<file path="src/rtl/load_store_unit.sv">
// Load/store unit between the execute stage and a word-addressed data memory.
// Handles byte/halfword lane extraction with extension, and read-modify-write for SB/SH.
module load_store_unit #(
  parameter int DATA_WIDTH = 32,
  parameter int ADDR_WIDTH = 32
) (
  input  logic                  clk,
  input  logic                  rst_n,
  input  logic                  req_valid,
  output logic                  req_ready,
  input  logic                  req_we,
  input  logic [2:0]            req_funct3,
  input  logic [ADDR_WIDTH-1:0] req_addr,
  input  logic [DATA_WIDTH-1:0] req_wdata,
  output logic                  resp_valid,
  output logic [DATA_WIDTH-1:0] resp_rdata,
  output logic                  resp_err,
  output logic                  mem_wr_en,
  output logic [ADDR_WIDTH-1:0] mem_addr,
  output logic [DATA_WIDTH-1:0] mem_wr_data,
  input  logic [DATA_WIDTH-1:0] mem_rd_data
);

  typedef enum logic [1:0] {
    S_IDLE,
    S_ACCESS,
    S_WRITE,
    S_RESP
  } state_t;

  state_t                state_q, state_d;
  logic                  we_q, we_d;
  logic [2:0]            funct3_q, funct3_d;
  logic [ADDR_WIDTH-1:0] addr_q, addr_d;
  logic [DATA_WIDTH-1:0] wdata_q, wdata_d;
  logic [DATA_WIDTH-1:0] merge_q, merge_d;
  logic [DATA_WIDTH-1:0] resp_rdata_q, resp_rdata_d;
  logic                  resp_err_q, resp_err_d;

  logic                  req_illegal;
  logic                  req_misaligned;
  logic [7:0]            ld_byte;
  logic [15:0]           ld_half;
  logic [DATA_WIDTH-1:0] ld_ext;
  logic [DATA_WIDTH-1:0] st_merged;
  logic                  is_sw_q;

  // Request decode looks only at the live inputs; it is consulted solely in IDLE.
  always_comb begin
    if (req_we) begin
      req_illegal = req_funct3[2] | (req_funct3[1:0] == 2'b11);
    end else begin
      req_illegal = (req_funct3[1:0] == 2'b11) | (req_funct3[2] & req_funct3[1]);
    end
    req_misaligned = ((req_funct3[1:0] == 2'b01) & req_addr[0])
                   | ((req_funct3[1:0] == 2'b10) & (|req_addr[1:0]));
  end

  always_comb begin
    case (addr_q[1:0])
      2'b00:   ld_byte = mem_rd_data[7:0];
      2'b01:   ld_byte = mem_rd_data[15:8];
      2'b10:   ld_byte = mem_rd_data[23:16];
      default: ld_byte = mem_rd_data[31:24];
    endcase
    ld_half = addr_q[1] ? mem_rd_data[31:16] : mem_rd_data[15:0];
  end

  always_comb begin
    case (funct3_q)
      3'b000:  ld_ext = {{24{ld_byte[7]}}, ld_byte};
      3'b001:  ld_ext = {{16{ld_half[15]}}, ld_half};
      3'b100:  ld_ext = {24'd0, ld_byte};
      3'b101:  ld_ext = {16'd0, ld_half};
      default: ld_ext = mem_rd_data;
    endcase
  end

  // Sub-word store: the current memory word with only the addressed lane replaced.
  always_comb begin
    st_merged = mem_rd_data;
    if (funct3_q[1:0] == 2'b00) begin
      case (addr_q[1:0])
        2'b00:   st_merged[7:0]   = wdata_q[7:0];
        2'b01:   st_merged[15:8]  = wdata_q[7:0];
        2'b10:   st_merged[23:16] = wdata_q[7:0];
        default: st_merged[31:24] = wdata_q[7:0];
      endcase
    end else if (addr_q[1]) begin
      st_merged[31:16] = wdata_q[15:0];
    end else begin
      st_merged[15:0] = wdata_q[15:0];
    end
  end

  assign is_sw_q = we_q & (funct3_q[1:0] == 2'b10);

  always_comb begin
    state_d      = state_q;
    we_d         = we_q;
    funct3_d     = funct3_q;
    addr_d       = addr_q;
    wdata_d      = wdata_q;
    merge_d      = merge_q;
    resp_rdata_d = resp_rdata_q;
    resp_err_d   = resp_err_q;
    case (state_q)
      S_IDLE: begin
        if (req_valid) begin
          we_d     = req_we;
          funct3_d = req_funct3;
          addr_d   = req_addr;
          wdata_d  = req_wdata;
          if (req_illegal | req_misaligned) begin
            resp_err_d   = 1'b1;
            resp_rdata_d = '0;
            state_d      = S_RESP;
          end else begin
            state_d = S_ACCESS;
          end
        end
      end
      S_ACCESS: begin
        if (!we_q) begin
          resp_rdata_d = ld_ext;
          resp_err_d   = 1'b0;
          state_d      = S_RESP;
        end else if (is_sw_q) begin
          resp_rdata_d = '0;
          resp_err_d   = 1'b0;
          state_d      = S_RESP;
        end else begin
          merge_d = st_merged;
          state_d = S_WRITE;
        end
      end
      S_WRITE: begin
        resp_rdata_d = '0;
        resp_err_d   = 1'b0;
        state_d      = S_RESP;
      end
      S_RESP: begin
        state_d = S_IDLE;
      end
      default: begin
        state_d = S_IDLE;
      end
    endcase
  end

  always_ff @(posedge clk or negedge rst_n) begin
    if (!rst_n) begin
      state_q      <= S_IDLE;
      we_q         <= 1'b0;
      funct3_q     <= 3'd0;
      addr_q       <= '0;
      wdata_q      <= '0;
      merge_q      <= '0;
      resp_rdata_q <= '0;
      resp_err_q   <= 1'b0;
    end else begin
      state_q      <= state_d;
      we_q         <= we_d;
      funct3_q     <= funct3_d;
      addr_q       <= addr_d;
      wdata_q      <= wdata_d;
      merge_q      <= merge_d;
      resp_rdata_q <= resp_rdata_d;
      resp_err_q   <= resp_err_d;
    end
  end

  // Memory port is a function of state and latched fields only, never of req_*.
  always_comb begin
    mem_wr_en   = 1'b0;
    mem_wr_data = '0;
    if (state_q == S_WRITE) begin
      mem_wr_en   = 1'b1;
      mem_wr_data = merge_q;
    end else if ((state_q == S_ACCESS) && is_sw_q) begin
      mem_wr_en   = 1'b1;
      mem_wr_data = wdata_q;
    end
  end

  assign mem_addr   = {addr_q[ADDR_WIDTH-1:2], 2'b00};
  assign req_ready  = (state_q == S_IDLE);
  assign resp_valid = (state_q == S_RESP);
  assign resp_rdata = resp_rdata_q;
  assign resp_err   = resp_err_q;

endmodule

</file>
<file path="config.mk">
export PLATFORM = sky130hd
export DESIGN_NAME = load_store_unit
export DESIGN_NICKNAME = d
export VERILOG_FILES = /design/src/rtl/load_store_unit.sv
export SDC_FILE = /design/constraint.sdc
export NUM_CORES = 1
export LEC_CHECK = 0
export ABC_AREA = 1
export CORE_MARGIN = 8
export CORE_UTILIZATION = 49
export DETAILED_ROUTE_END_ITERATION = 6
export HOLD_SLACK_MARGIN = 0.03
export PLACE_DENSITY = 0.83
export SLEW_MARGIN = 20
export SYNTH_ARGS = -nofsm -noshare
export SYNTH_HDL_FRONTEND = slang
export SYNTH_SLANG_ARGS = --single-unit
</file>
<file path="constraint.sdc">
create_clock -name clk -period 1.9 [get_ports clk]
set_input_delay 0.19 -clock clk [delete_from_list [all_inputs] [get_ports clk]]
set_output_delay 0.19 -clock clk [all_outputs]
set_load 0.02 [all_outputs]
</file>
; ---- Yosys cells after proc, flatten, opt, wreduce, memory -nomap -nowiden
; Cells that the tools add are included.
[totals]
regBits = 135
input_bits = 103
output_inout_bits = 100
elab_cells = 73
[classes]
eq_ne = 15
n_mux = 30
bitwise_logic = 9
reduce_logical = 11
[ops]
columns = cell, n
row1 = 2-to-1 mux 32 bit, 7
row2 = one-hot mux 32 bit (4 select lines), 1
row3 = one-hot mux 32 bit (3 select lines), 1
row4 = 2-to-1 mux 16 bit, 3
row5 = 2-to-1 mux 8 bit, 4
row6 = one-hot mux 8 bit (3 select lines), 1
row7 = "== test 2 bit, second input constant", 6
row8 = 2-to-1 mux 1 bit, 9
row9 = one-hot mux 2 bit (4 select lines), 1
row10 = "== test 2 x 1 -> 1 bit, second input constant", 3
row11 = "== test 3 bit, second input constant", 2
row12 = zero test 2 bit, 3
row13 = AND 1 bit, 4
row14 = 2-to-1 mux 2 bit, 2
row15 = OR 1 bit, 4
row16 = AND reduction 4 bit, 1
row17 = "== test 3 x 1 -> 1 bit, second input constant", 1
row18 = zero test 3 bit, 1
row19 = "!= test 3 bit, second input constant", 1
row20 = one-hot mux 1 bit (3 select lines), 1
row21 = AND reduction 3 bit, 1
row22 = nonzero test 3 bit, 1
row23 = OR reduction 3 bit, 1
row24 = "!= test 2 x 1 -> 1 bit, second input constant", 1
row25 = 5 further kinds, 5

; ---- Depth between registers and ports, before layout
[depth]
word_depth = 7
mapped_depth = 10

; ---- Worst setup path after synthesis
; Ideal clock, no wire load.
[synth_path]
path_type = register to output
startpoint = reg state_q[0]
endpoint = out mem_wr_data[22]
t_arrival_ns = 1.747
setup_slack_ns = -0.037
path_stages_with_launch = 8
n_path_buf = 2
path_cell_list = dfrtp_1 inv_1 ha_1 clkbuf_1 inv_1 buf_1 nand2_1 o21ai_0
[synth_between]
elab_chain_cells = 4
elab_cells_between_ends = 5
[synth_lines]
columns = element, line_no
row1 = from (decl), 31  ; state_t state_q, state_d;
row2 = from (signal assigned), 162  ; state_q <= state_d;
row3 = == test 2 x 1 -> 1 bit, 180  ; end else if ((state_q == S_ACCESS) && is_sw_q) begin
row4 = logical AND 1 bit, 180
row5 = 2-to-1 mux 32 bit, 180
row6 = 2-to-1 mux 32 bit *, 177  ; if (state_q == S_WRITE) begin
row7 = to (decl), 20  ; output logic [DATA_WIDTH-1:0] mem_wr_data,
; Mark *: on every way between the ends. The rest lies on a longest branch, timed or not.

; ---- Worst setup path in the final report
[layout_path]
startpoint = reg state_q[0]
endpoint = out mem_wr_data[9]
; The elaborated chain is that of the path after synthesis.

==> metrics <==
status=finished with violations; violated checks=design-rule violations, negative setup slack; Peak Freq=between 400 and 500 MHz; CP Data Required Time=1710 ps; Crit-path slowest cell=dfrtp_1; Synth warnings=0; DR WL/cell=around 21 um; max incr delay on CP=390 ps; power share of the clock group=between 10% and 20%; setup ws final=-118 ps; layout cells sized above 1=about a quarter; Min-Delay Path Class=in -> async; Initial Utilization=between 40% and 50%; final RePlAce weighted congestion=between 0.9 and 1; Tcrit/Tclk final=106%; ys async rst share=100%; crit path from=state_q[0]; ys flop type=dfrtp_1; CTS tree=built; RSZ-0062 raised after global routing=yes; Synth cell types=30; Area after DPL=9640 um^2; Via density=5.78; FF+latch count, synth=approximately 140; CP Capture Type=output pin; Clock Tree Buf Depth=2; largest net degree at the start of global routing=56; Num CTS Buffers=17; VDD IR max=0.00109 V; Final Cell Area=around 11000 um^2; WHS=slightly below 300 ps; clk_lat worst skew=~440 ps; CTS H-Tree Depth=4; Data arrival, critical path=1830 ps; power share of the combinational group=57.9%; first-pass GRT wire length=approximately 41 mm; Final Skew=roughly 6.7 ps; vias=7632; Leak Pwr=5.04 nW; DRT iter0 DRCs=roughly 800; Setup TNS=-2860 ps; syn avg cell area=~8.1 um^2; Die Ht=roughly 140 um; Antenna Nets Post-Route=0; antenna diode count=0; Cell Area, Synth=between 7000 and 8000 um^2; P&R area growth vs syn=47.8%; Sequential Power Share=25.6%; GRT overflow=0; clk root buf=clkbuf_16; # port buffers=200; Util after Layout=roughly three quarters; reg2reg path depth=11; nets@finish=1227; Int Power=11.8 mW; final hold violations=0; CORE AREA=roughly 15000 um^2; max cap viols=0; P per Cell Area=1890 nW/um^2; num rows=between 40 and 50; sequential share of the synthesized area=between 40 and 50%; Max transition margin=roughly 64%; DRC Markers=6; Crit path top cell by count=buf_6; drt pass-1 iters=7; vias in the first global route=around 7.5k; crit-path max FO=8; sw power=9.16 mW; CP cell instances=buf_6 > ha_4 > nand4_1 > buf_6 > buf_16 > o21ai_4 > buf_6; register-to-register setup slack=-10 ps; final setup vio count=34; die area=~20000 um^2; I/O Pins=a little over 200; Startpoint Class=flip-flop; Final Power=about 21 mW; Worst Tran Pin Value=~540 ps; CP Capture Point=mem_wr_data[9]; number of flops mapped to enable cells by yosys=0; CTS Sinks=135; Worst R2R End=resp_rdata[14]; CP Class=reg -> out; clock-pin slew on the worst setup and hold paths=~60 ps; beginning of the worst register-to-register path=state_q[0]; Die Span X=140 um; Post-Synthesis Cells=928; Max Slew Vio Count=0; Final min period=just over 2000 ps; initial antenna violation count=1; switch share=between 40% and 50%; Routed WL=roughly 27 mm; HPWL after DPL=17.7 mm; GRT Overall Usage=between 20% and 30%
[final cells by class]
type | instances | area, um^2
fill | 1067 | 4000
multi-input combinational | 662 | 3900
sequential | 135 | 3380
timing repair buffer | 260 | 2780
clock buffer | 21 | 470
tap | 188 | 235
inverter | 44 | 186
clock inverter | 11 | 146
[synth_stat cells, types with 3 or more instances]
master    instances  area (um^2)
nand2_1         296         1110
dfrtp_1         135         3380
nand3_1          88          440
o21ai_0          84          420
mux2_2           60          676
a21oi_1          47          235
inv_1            37          139
buf_4            36          270
buf_2            26          130
nor2_1           24         90.1
clkbuf_1         23         86.3
o211ai_1         11         82.6
o21a_1           11         82.6
nand4_1           8         50.1
o21ai_1           8         40.0
inv_2             5         18.8
buf_1             4         15.0
ha_1              4         50.1
nand3_2           3         30.0
nor2_2            3         18.8
[sequential cells by signal, indices dropped and copies added (netlist names)]
signal      count
state_q         2
resp_err        1
merge_q        32
wdata_q        32
addr_q         32
we_q            1
resp_rdata     32
funct3_q        3
[worst max-delay path: cells and delay by family (launching register included)]
kind / cells / cell delay, ps
compound gates: 1 / 150
fa+ha+maj: 1 / 130
buf+inv: 4 / 630
flops: 1 / 390
simple gates: 1 / 90
[cells in the final DEF (no fill, tap or decap), types with 2 or more instances in the layout]
cell,Yosys,routed
a21oi_1,47,46
a31oi_1,2,2
buf_12,0,9
buf_16,0,5
buf_4,36,36
buf_6,2,39
bufinv_16,0,3
clkbuf_16,0,20
clkbuf_8,0,3
clkdlybuf4s50_1,0,164
clkinv_2,0,3
clkinv_4,0,3
clkinvlp_4,0,3
conb_1,1,2
dfrtp_1,135,135
ha_4,0,3
inv_1,37,33
inv_2,5,7
mux2_2,60,60
nand2_1,296,277
nand2_2,2,18
nand2_4,2,5
nand3_1,88,85
nand3_2,3,5
nand3_4,1,2
nand4_1,8,8
nor2_1,24,23
nor2_2,3,4
nor2_4,1,3
o211ai_1,11,11
o21a_1,11,11
o21ai_0,84,51
o21ai_1,8,11
o21ai_2,0,7
o21ai_4,0,23
[repair_timing]
action / in CTS / in global routing
hold buffers: 1 / 0
hold endpoints to repair: 49 / 0
buffers inserted: 4 / 2
endpoints found under the setup margin: 36 / 67
cloned: 6 / 8
pin swaps: 15 / 13
resized for setup: 258 / 56
[how the worst min path moves through the flow]
stage               startpoint             end  slack, ps  cells after the start
global route             rst_n  resp_rdata[18]        340                      2
finish                   rst_n  resp_rdata[18]        290                      2
global placement         rst_n  resp_rdata[18]        190                      1
floorplan                rst_n       addr_q[0]       -110                      0
detailed placement       rst_n  resp_rdata[18]        190                      1
CTS                      rst_n  resp_rdata[18]        300                      2
[layer usage]
layer	wire, um	GRT usage, %	part of all wire [%]	vias to the layer above
met1	10500	32.0	39	3651
met4	1080	12.2	4.0	2
met2	12800	43.2	47	456
li1	-	-	-	3429
met3	2940	9.23	11	94
met5	9	0	0.033	-
[power by group through the flow]
stage / Sequential [mW] / Clock [mW] / Combinational, mW
floorplan: 5.35 / 0 / 6.25
global placement: 5.21 / 0 / 9.73
detailed placement: 5.27 / 0 / 9.93
CTS: 5.28 / 3.49 / 10.8
global route: 5.48 / 3.61 / 12.9
finish: 5.35 / 3.47 / 12.1
[logic make-up (layout without fill, tap and decap cells)]
group | Yosys count | after routing | synth area share, %
AND/OR/NAND/NOR | 429 | 432 | 24.3
other | 1 | 2 | 0.0500
adder cells (fa/ha/maj) | 4 | 4 | 0.667
flip-flops | 135 | 135 | 45.0
buffers and inverters | 135 | 336 | 9.19
multiplexers | 60 | 60 | 9.00
AO/OA/AOI/OAI | 164 | 164 | 11.8
[through the flow]
step | setup WS, ps | instances
after global placement | -61.5 | 1269
after floorplan | 95.3 | 929
after detailed placement | -88.9 | 1269
after CTS | -125 | 1312
after global routing | -170 | 1321
final | -118 | 1321
(Power assumes the default switching activity.)
